===== config.mk =====
export PLATFORM = sky130hd
export DESIGN_NAME = mem_arbiter
export DESIGN_NICKNAME = d
export VERILOG_FILES = /design/src/rtl/mem_arbiter_pkg.sv /design/src/rtl/rr_picker.sv /design/src/rtl/mem_arbiter.sv
export SDC_FILE = /design/constraint.sdc
export NUM_CORES = 1
export LEC_CHECK = 0
export BUFFER_PORTS_ARGS = -buffer_cell sky130_fd_sc_hd__buf_2
export CAP_MARGIN = 5
export CORE_AREA = 5 5 350 352
export DETAILED_ROUTE_END_ITERATION = 8
export DIE_AREA = 0 0 355 357
export GPL_ROUTABILITY_DRIVEN = 0
export PLACE_DENSITY = 0.52
export SLEW_MARGIN = 40
export SYNTH_ARGS = -nofsm -noshare
export SYNTH_HDL_FRONTEND = slang
export SYNTH_SLANG_ARGS = --single-unit

===== constraint.sdc =====
create_clock -name clk -period 2.2 [get_ports clk]
set_input_delay 0.33 -clock clk [delete_from_list [all_inputs] [get_ports clk]]
set_output_delay 0.33 -clock clk [all_outputs]
set_load 0.01 [all_outputs]

===== src/rtl/mem_arbiter_pkg.sv =====
// Shared encodings and helpers for the N-channel round-robin memory arbiter.
package mem_arbiter_pkg;

  typedef enum logic [1:0] {
    MEM_VIS_IDLE  = 2'b00,
    MEM_VIS_READ  = 2'b01,
    MEM_VIS_WRITE = 2'b10
  } mem_vis_e;

  typedef enum logic [1:0] {
    MEM_STATUS_IDLE = 2'b00,
    MEM_STATUS_BUSY = 2'b01,
    MEM_STATUS_DONE = 2'b10
  } mem_status_e;

  typedef enum logic [1:0] {
    ST_IDLE,
    ST_ISSUE,
    ST_WAIT_R,
    ST_DONE
  } arb_state_e;

  // Channel-index width; a two-channel arbiter still needs one bit.
  function automatic int unsigned ch_idx_w(input int unsigned num_ch);
    return (num_ch > 2) ? $clog2(num_ch) : 1;
  endfunction

  function automatic int unsigned eff_len(input int unsigned raw, input int unsigned max_len);
    if (raw == 0)
      return 1;
    if (raw > max_len)
      return max_len;
    return raw;
  endfunction

endpackage


===== src/rtl/rr_picker.sv =====
// Combinational round-robin select: first requester above last_grant, wrapping.
module rr_picker
  import mem_arbiter_pkg::*;
#(
  parameter int unsigned NUM_CH   = 2,
  parameter int unsigned CH_IDX_W = 1
) (
  input  logic [NUM_CH-1:0]   req,
  input  logic [CH_IDX_W-1:0] last_grant,
  output logic [CH_IDX_W-1:0] grant_id,
  output logic                grant_valid
);

  logic [CH_IDX_W-1:0] w_cand;

  always_comb begin
    grant_valid = 1'b0;
    grant_id    = '0;
    w_cand      = '0;
    for (int unsigned off = 1; off <= NUM_CH; off++) begin
      w_cand = CH_IDX_W'((32'(last_grant) + off) % NUM_CH);
      if (!grant_valid && req[w_cand]) begin
        grant_valid = 1'b1;
        grant_id    = w_cand;
      end
    end
  end

endmodule


===== src/rtl/mem_arbiter.sv =====
// N-channel round-robin arbiter serialising 1..VECTOR_SIZE word bursts onto a
// single-word valid/ready memory port.
module mem_arbiter
  import mem_arbiter_pkg::*;
#(
  parameter int unsigned NUM_CH           = 2,
  parameter int unsigned ADDR_WIDTH       = 17,
  parameter int unsigned LEN              = 32,
  parameter int unsigned VECTOR_SIZE      = 8,
  parameter int unsigned ENTRY_INDEX_SIZE = 3
) (
  input  logic                                        clk,
  input  logic                                        rst,
  input  logic [2*NUM_CH-1:0]                         ch_vis_signal,
  input  logic [ADDR_WIDTH*NUM_CH-1:0]                ch_addr,
  input  logic [(ENTRY_INDEX_SIZE+1)*NUM_CH-1:0]      ch_length,
  input  logic [LEN*VECTOR_SIZE*NUM_CH-1:0]           ch_wdata,
  output logic [LEN*VECTOR_SIZE-1:0]                  ch_rdata,
  output logic [2*NUM_CH-1:0]                         ch_status,
  output logic                                        mem_valid,
  output logic                                        mem_write,
  output logic [ADDR_WIDTH-1:0]                       mem_addr,
  output logic [LEN-1:0]                              mem_wdata,
  input  logic                                        mem_ready,
  input  logic                                        mem_rvalid,
  input  logic [LEN-1:0]                              mem_rdata
);

  localparam int unsigned CH_IDX_W = ch_idx_w(NUM_CH);
  localparam int unsigned LW       = ENTRY_INDEX_SIZE + 1;
  localparam int unsigned BW       = LEN * VECTOR_SIZE;

  arb_state_e            r_state, w_state_nxt;
  logic [CH_IDX_W-1:0]   r_last_grant, r_ch_id, w_grant_id;
  logic                  w_grant_valid, r_write, w_last;
  logic [NUM_CH-1:0]     w_req;
  logic [ADDR_WIDTH-1:0] r_base, w_sel_addr, w_addr;
  logic [LW-1:0]         r_len, r_k, w_sel_len, w_eff_len;
  logic [1:0]            w_sel_vis;
  logic [BW-1:0]         r_wdata, r_rdata, w_sel_wdata;
  logic [LEN-1:0]        w_word;

  always_comb begin
    w_req = '0;
    for (int unsigned i = 0; i < NUM_CH; i++)
      w_req[i] = (ch_vis_signal[2*i +: 2] == MEM_VIS_READ) ||
                 (ch_vis_signal[2*i +: 2] == MEM_VIS_WRITE);
  end

  rr_picker #(
    .NUM_CH   (NUM_CH),
    .CH_IDX_W (CH_IDX_W)
  ) u_rr_picker (
    .req         (w_req),
    .last_grant  (r_last_grant),
    .grant_id    (w_grant_id),
    .grant_valid (w_grant_valid)
  );

  // Constant-index mux loops keep every part-select static.
  always_comb begin
    w_sel_vis   = '0;
    w_sel_addr  = '0;
    w_sel_len   = '0;
    w_sel_wdata = '0;
    for (int unsigned i = 0; i < NUM_CH; i++) begin
      if (w_grant_id == CH_IDX_W'(i)) begin
        w_sel_vis   = ch_vis_signal[2*i +: 2];
        w_sel_addr  = ch_addr[i*ADDR_WIDTH +: ADDR_WIDTH];
        w_sel_len   = ch_length[i*LW +: LW];
        w_sel_wdata = ch_wdata[i*BW +: BW];
      end
    end
  end

  always_comb begin
    w_word = '0;
    for (int unsigned k = 0; k < VECTOR_SIZE; k++)
      if (r_k == LW'(k))
        w_word = r_wdata[k*LEN +: LEN];
  end

  assign w_eff_len = LW'(eff_len(32'(w_sel_len), VECTOR_SIZE));
  assign w_last    = (r_k == r_len - LW'(1));
  assign w_addr    = r_base + ADDR_WIDTH'({r_k, 2'b00});
  assign ch_rdata  = r_rdata;

  always_ff @(posedge clk or negedge rst) begin
    if (!rst)
      r_state <= ST_IDLE;
    else
      r_state <= w_state_nxt;
  end

  always_comb begin
    w_state_nxt = r_state;
    mem_valid   = 1'b0;
    mem_write   = 1'b0;
    mem_addr    = '0;
    mem_wdata   = '0;
    ch_status   = '0;
    case (r_state)
      ST_IDLE: begin
        if (w_grant_valid)
          w_state_nxt = ST_ISSUE;
      end
      ST_ISSUE: begin
        mem_valid = 1'b1;
        mem_write = r_write;
        mem_addr  = w_addr;
        mem_wdata = w_word;
        if (mem_ready) begin
          if (!r_write)
            w_state_nxt = ST_WAIT_R;
          else if (w_last)
            w_state_nxt = ST_DONE;
        end
      end
      ST_WAIT_R: begin
        if (mem_rvalid)
          w_state_nxt = w_last ? ST_DONE : ST_ISSUE;
      end
      ST_DONE:  w_state_nxt = ST_IDLE;
      default:  w_state_nxt = ST_IDLE;
    endcase
    for (int unsigned i = 0; i < NUM_CH; i++) begin
      if (r_ch_id == CH_IDX_W'(i)) begin
        if (r_state == ST_ISSUE || r_state == ST_WAIT_R)
          ch_status[2*i +: 2] = MEM_STATUS_BUSY;
        else if (r_state == ST_DONE)
          ch_status[2*i +: 2] = MEM_STATUS_DONE;
      end
    end
  end

  always_ff @(posedge clk or negedge rst) begin
    if (!rst) begin
      r_last_grant <= CH_IDX_W'(NUM_CH - 1);
      r_ch_id      <= '0;
      r_write      <= 1'b0;
      r_base       <= '0;
      r_len        <= '0;
      r_k          <= '0;
      r_wdata      <= '0;
      r_rdata      <= '0;
    end else begin
      case (r_state)
        ST_IDLE: begin
          if (w_grant_valid) begin
            r_ch_id <= w_grant_id;
            r_write <= (w_sel_vis == MEM_VIS_WRITE);
            r_base  <= w_sel_addr;
            r_len   <= w_eff_len;
            r_wdata <= w_sel_wdata;
            r_rdata <= '0;
            r_k     <= '0;
          end
        end
        ST_ISSUE: begin
          if (mem_ready && r_write && !w_last)
            r_k <= r_k + LW'(1);
        end
        ST_WAIT_R: begin
          if (mem_rvalid) begin
            for (int unsigned k = 0; k < VECTOR_SIZE; k++)
              if (r_k == LW'(k))
                r_rdata[k*LEN +: LEN] <= mem_rdata;
            if (!w_last)
              r_k <= r_k + LW'(1);
          end
        end
        ST_DONE:  r_last_grant <= r_ch_id;
        default: ;
      endcase
    end
  end

endmodule

==> results.yml, run 1 <==
clock_tree:
  cts_tree: "yes"
  cts_buffer_depth: 3
  clkTransAtPathRegs_ps: 70
  cts_buffers: 67
  cts.sinks: 542
  clkLatencyLatePin_ps: 620
  clockRootBuffer: "clkbuf_16"
  h-tree-depth: 3
logic_synthesis:
  synth_seq_cells: 542
  synth_cell_types: 57
  async_reset_ff_share_pct: 100
  ys.flop_type: "dfrtp_1"
  syn_area_um2: 26100
  synth_cells: 2437
  syn-num-nets: 3046
  synth.avg_cell_area_um2: 10.7
  yosysSeqAreaShare_pct: 51.9
  yosysWarnings: 0
  synth_edf_count: 0
critical_path:
  worst_setup_path_start_kind: "register"
  path_max_fanout: 7
  crit_top_cell: "buf_6"
  timing.rr.start: "r_k[0]"
  criticalPathCategory: "reg2out"
  arrival_ps: 2780
  cpMaxStageDelayCell: "dfrtp_1"
  cp-end-kind: "output port"
  ff2ff_setup_slack_ps: -240
  required_ps: 1870
  crit_path_start: "r_k[0]"
  reg2reg_to: "ch_rdata[128]"
  cp_slowest_stage_delay_ps: 420
  r2r_cells: 11
  path_cells: "buf_6, ha_4, buf_12, buf_8, buf_6, nand3b_1, a21o_1, a21oi_2, buf_6, o21ai_4, a31oi_1, buf_2"
pwr:
  power_frac_clock_pct: 20.5
  combPwrFrac_pct: 49.3
  peakVddDrop_uv: 560
  p_seq_share_pct: 30.3
  p_leak_nw: 20.3
  cellPowerDensity_nw_per_um2: 1380
  p_int_mw: 34.5
  switching_power_mw: 22.2
  p_sw_share_pct: 39.1
global_routing:
  first_global_vias: 24900
  grt_pass1_wl_um: 174000
  grt_overflow: 0
  grtUsageTotal_pct: 18.7
  antenna_found_initial: 69
  grt_max_degree: 71
sta:
  fin_hold_ws_ps: 30.0
  timing.final.crit_share_pct: 142
  tns_ps: -50630
  hold_violations: 0
  skew_ps: 21.1
  rsz0062_at_grt: "yes"
  tightest_slew_ps: 533
  max_freq_mhz: 321
  setup_viol: 188
  min_period_ps: 3110
  final_max_slew_viol_count: 0
  worst_slack_ps: -914
  timing.slew.headroom_pct: 64.5
worst_hold_path:
  min_to: "r_wdata[228]"
  hold_path.class: "in2reg"
  hold_path_startpoint: "ch_wdata[228]"
  min_path_cells: 3
run_status:
  violations: "negative setup slack"
  status: "finished, violations left"
floorplanning:
  core-area_um2: 119000
  dieArea_um2: 127000
  die_x_um: 355
  ioPinCount: 905
  std_cell_rows: 127
  die_h_um: 357
  start_util_pct: 22.0
cells_and_area:
  drive_gt1_share_pct: 45.1
  layout.cells.non_filler: 5350
  fillers: 12100
  stdcell_area_um2: 41000
  nets: 4346
  final_cell_mix: "896 x buf_2, 540 x dfrtp_1, 375 x nand2_1"
  mostFrequentLayoutCell: "buf_2"
  area_growth_pct: 56.8
  utilization_pct: 34.4
route:
  drt_iter0_drc: 1264
  drt-pass1-iter-count: 5
  vias_per_cell: 4.46
  drt-total-wl_um: 126000
  detail-route-antenna-nets: 0
  avgRoutedWirePerCell_um: 23.6
  drc: 0
  num_vias: 23900
placed_design:
  dp_hpwl_um: 95300
  place_inst: 4937
  io_buffers: 904
  post_dp_cell_area_um2: 34500
job:
  drv_cap: 0
==> worst max-delay path by stage <==
stage               endpoint  slack [ps]  cells after the start
2_1_floorplan  mem_wdata[25]         -10                      9
3_3_place_gp   mem_wdata[12]        -620                     10
3_5_place_dp   mem_wdata[10]        -610                     11
4_1_cts         mem_wdata[8]        -990                     11
5_1_grt        mem_wdata[15]       -1050                     12
6_report       mem_wdata[17]        -910                     12
==> critical path: cells and delay by family, from the launching register on <==
family	cells	cell delay (ps)
buffers and inverters	6	840
AOI/OAI and AO/OA	4	550
DFF	1	420
adders and majority gates	1	210
and+or+nand+nor	1	150
==> final cells by class <==
class | instances | area, um2 | share of cell area (%)
Sequential cell | 542 | 13600 | 33.1
Antenna cell | 17 | 42.5 | 0.104
Multi-Input combinational cell | 1664 | 12600 | 30.8
Timing Repair Buffer | 1444 | 10400 | 25.5
Inverter | 18 | 73.8 | 0.180
Clock inverter | 29 | 437 | 1.07
Clock buffer | 88 | 1870 | 4.55
Tap cell | 1548 | 1940 | 4.73
==> metrics by stage <==
| stage | setup slack (ps) | power, mW |
|---|---|---|
| final | -914 | 56.6 |
| after global routing | -1050 | 60.1 |
| after CTS | -993 | 55.6 |
| after detailed placement | -613 | 41.1 |
| after global placement | -624 | 40.7 |
| after floorplan | -14.5 | 28.8 |
==> sequential cells by signal, indices dropped and copies added, names as in the netlist <==
signal	cells
ch_rdata	256
r_wdata	256
r_base	17
r_k	4
r_len	4
r_state	2
r_ch_id	1
r_last_grant	1
r_write	1
==> routing by layer <==
| layer | global-route usage (%) | routed length [um] |
|---|---|---|
| met5 | 0 | 287 |
| met4 | 4.24 | 3200 |
| met3 | 5.29 | 9070 |
| met2 | 35.3 | 65800 |
| met1 | 20.9 | 47800 |
==> synthesized netlist by cell type (2+ instances only) <==
cell | instances | area [um2]
and2_1 | 40 | 250
a21oi_1 | 79 | 395
a31oi_1 | 31 | 194
dfrtp_1 | 541 | 13500
nor3_1 | 3 | 15.0
a21o_1 | 32 | 240
inv_1 | 18 | 67.6
nand2_1 | 387 | 1450
buf_2 | 69 | 345
nand4_1 | 4 | 25.0
o21ai_0 | 345 | 1730
or4_1 | 3 | 22.5
o311ai_0 | 2 | 17.5
buf_1 | 14 | 52.6
or3_1 | 7 | 43.8
mux2i_1 | 278 | 2780
mux2_1 | 6 | 67.6
nand3b_1 | 31 | 233
nor2b_1 | 7 | 43.8
mux2_2 | 251 | 2830
clkbuf_1 | 128 | 480
a21boi_0 | 2 | 15.0
nand2b_1 | 4 | 25.0
nand3_1 | 10 | 50.1
buf_6 | 2 | 22.5
nor3b_1 | 4 | 30.0
o2bb2ai_1 | 29 | 254
a221oi_1 | 2 | 17.5
o31ai_1 | 2 | 15.0
o21ai_1 | 3 | 15.0
ha_1 | 14 | 175
nor2_1 | 18 | 67.6
a221o_1 | 3 | 30.0
a21oi_2 | 3 | 26.3
and3_1 | 2 | 12.5
xor2_1 | 2 | 17.5
xnor2_1 | 9 | 78.8
a32oi_1 | 2 | 17.5
o211ai_1 | 3 | 22.5
o21a_1 | 30 | 225
==> cell families (layout without fill, tap and decap cells) <==
family                     Yosys count  count (layout)  share of synthesized area (%)
buffers and inverters              232            1579                           3.73
xor gates and xnor gates            12              12                          0.460
and+or+nand+nor                    525             525                           8.87
muxes                              535             535                           21.7
DFF                                542             542                           51.9
adders and majority gates           15              15                          0.747
other                                0              17                              0
AOI/OAI and AO/OA                  576             577                           12.6
==> what timing repair did <==
item                                   4_1_cts  5_1_grt
pin swaps                                   45       80
buffers inserted                            20       17
setup endpoints to repair                  246      325
resized for setup                          183      108
hold buffers                               232        0
gates cloned                                 7       10
endpoints found under the hold margin      163        0
==> power by group through the flow <==
stage / Combinational [mW] / Sequential, mW / Clock [mW]
after floorplan: 12.0 / 16.9 / 0
after global placement: 23.5 / 17.2 / 0
after detailed placement: 23.8 / 17.3 / 0
after CTS: 26.4 / 17.1 / 12.0
after global routing: 30.2 / 17.6 / 12.4
final: 27.9 / 17.1 / 11.6
Note: power is estimated with default switching activity, not from simulation.
==> run 2, diff against run 1 <==
--- a/config.mk
+++ b/config.mk
@@ -16,3 +16,4 @@
 export SYNTH_ARGS = -nofsm -noshare
 export SYNTH_HDL_FRONTEND = slang
 export SYNTH_SLANG_ARGS = --single-unit
+export TNS_END_PERCENT = 10
==> run 2 against run 1 <==
- the flow still finishes with violations (negative setup slack)
- power decreased by 3.3%
- maximum frequency down 1.4%
- die area unchanged
- highest routed layer unchanged
- combinational power fell by 5%
- sequential power about the same
- clock skew is 5.3 ps higher
- core utilization up 0.53 points
- sequential share of layout area shrank 0.49 points
- final area rose by 1.5%
- first-iteration DRC count is 8.5% lower
==> results.yml, run 2 (synthesis results as in run 1) <==
clock_tree:
  clockRootBuffer: "clkbuf_16"
  cts.sinks: 542
  h-tree-depth: 3
  cts_buffers: 66
  cts_tree: "yes"
  clkLatencyLatePin_ps: 620
  clkTransAtPathRegs_ps: 60
  cts_buffer_depth: 3
critical_path:
  worst_setup_path_start_kind: "register"
  path_max_fanout: 7
  required_ps: 1870
  cp-end-kind: "output port"
  arrival_ps: 2830
  criticalPathCategory: "reg2out"
route:
  drc: 0
  avgRoutedWirePerCell_um: 22.2
  drt_iter0_drc: 1156
  num_vias: 24000
  top_layer: "met5"
  drt-total-wl_um: 121000
  met1_length_um: 46000
  detail-route-antenna-nets: 0
  vias_per_cell: 4.39
  drt-pass1-iter-count: 5
  met3_length_um: 8660
  route.met2.wl_um: 61900
global_routing:
  first_global_vias: 25400
  grtUsageTotal_pct: 18.3
  grt_max_degree: 94
  grt_overflow: 0
  antenna_found_initial: 62
  grt_pass1_wl_um: 171000
cells_and_area:
  mostFrequentLayoutCell: "buf_2"
  drive_gt1_share_pct: 43.8
  multi_input_area_um2: 12500
  final_cell_mix: "893 x buf_2, 537 x dfrtp_1, 374 x nand2_1"
  fillers: 12100
  nets: 4437
  seqCellArea_um2: 13600
  area_growth_pct: 59.2
sta:
  setup_viol: 153
  max_freq_mhz: 317
  final_max_slew_viol_count: 0
  tightest_slew_ps: 585
  fin_hold_ws_ps: 39.7
  timing.final.crit_share_pct: 144
  worst_slack_ps: -957
  min_period_ps: 3160
  timing.slew.headroom_pct: 61.0
  tns_ps: -48940
  hold_violations: 0
  rsz0062_at_grt: "yes"
  skew_ps: 26.4
pwr:
  p_sw_share_pct: 39.4
  p_int_mw: 33.2
  combPwrFrac_pct: 48.7
  p_seq_share_pct: 31.2
  peakVddDrop_uv: 656
  switching_power_mw: 21.6
  cellPowerDensity_nw_per_um2: 1320
  p_leak_nw: 20.6
  power_frac_clock_pct: 20.2
  power.total_mw: 54.8
floorplanning:
  core-area_um2: 119000
  std_cell_rows: 127
  dieArea_um2: 127000
  die_h_um: 357
  start_util_pct: 22.0
  ioPinCount: 905
  die_x_um: 355
placed_design:
  dp_hpwl_um: 93100
  io_buffers: 904
worst_hold_path:
  hold_path.class: "in2reg"
run_status:
  violations: "negative setup slack"
  status: "finished, violations left"
job:
  drv_cap: 0
## run 2: what timing repair did
item,CTS,global route
pin swaps,67,57
hold buffers,332,0
endpoints found under the setup margin,239,307
resized for setup,169,121
cloned,1,2
setup buffers,15,12
hold endpoints to repair,262,0
## run 2: cell type report
| cell class | count | share of cell area, % |
|---|---|---|
| antenna | 27 | 0.162 |
| clock buffer | 93 | 4.60 |
| clock inverter | 26 | 0.713 |
| inverter | 18 | 0.162 |
| multi-input combinational | 1664 | 30.1 |
| sequential | 542 | 32.6 |
| tap | 1548 | 4.65 |
| timing repair buffer | 1536 | 27.0 |
## run 2: metal layers
layer  up-vias  track usage, %
met1     11500            20.5
met3       236            5.05
li1      11400               -
met4        30            6.77
met2       788            33.3
met5         -               0
## run 2: worst paths after layout
check,depth (start not counted),slack [ps],start,to
setup reg to reg,9,-180,r_k[3],ch_rdata[173]
max in group asynchronous,3,1120,rst,ch_rdata[251]
setup / recovery,10,-960,r_k[1],mem_wdata[19]
hold reg to reg,2,470,r_wdata[250],r_wdata[250]
hold / removal,3,40,ch_wdata[38],r_wdata[38]
min in group asynchronous,2,210,rst,ch_rdata[130]
## run 2: worst max-delay path, cell delays in order, from the launching register on
cell and delay (ps):
dfrtp_2 440, ha_4 170, or3_4 440, buf_12 180
buf_12 120, a21o_1 170, a21oi_2 140, buf_6 150
o21ai_4 70, a31oi_1 160, buf_2 160
## run 2: power groups by stage
stage | Combinational (mW) | Clock, mW | Sequential, mW
after floorplan | 11.9 | 0 | 16.9
after global placement | 23.8 | 0 | 17.1
after detailed placement | 24.1 | 0 | 17.2
after CTS | 26.3 | 11.4 | 17.1
after global routing | 29.0 | 11.8 | 17.5
final | 26.6 | 11.1 | 17.1
## run 2: stage by stage
stage / worst slack [ps] / cells / utilization [%] / cell area [um2]
CTS: -1110 / 5418 / 34.4 / 41000
floorplan: -19.2 / 2437 / - / 26200
global placement: -651 / 4958 / 29.2 / 34700
detailed placement: -631 / 4958 / 29.2 / 34700
global route: -1110 / 5439 / 34.9 / 41600
finish: -957 / 5454 / 35.0 / 41600
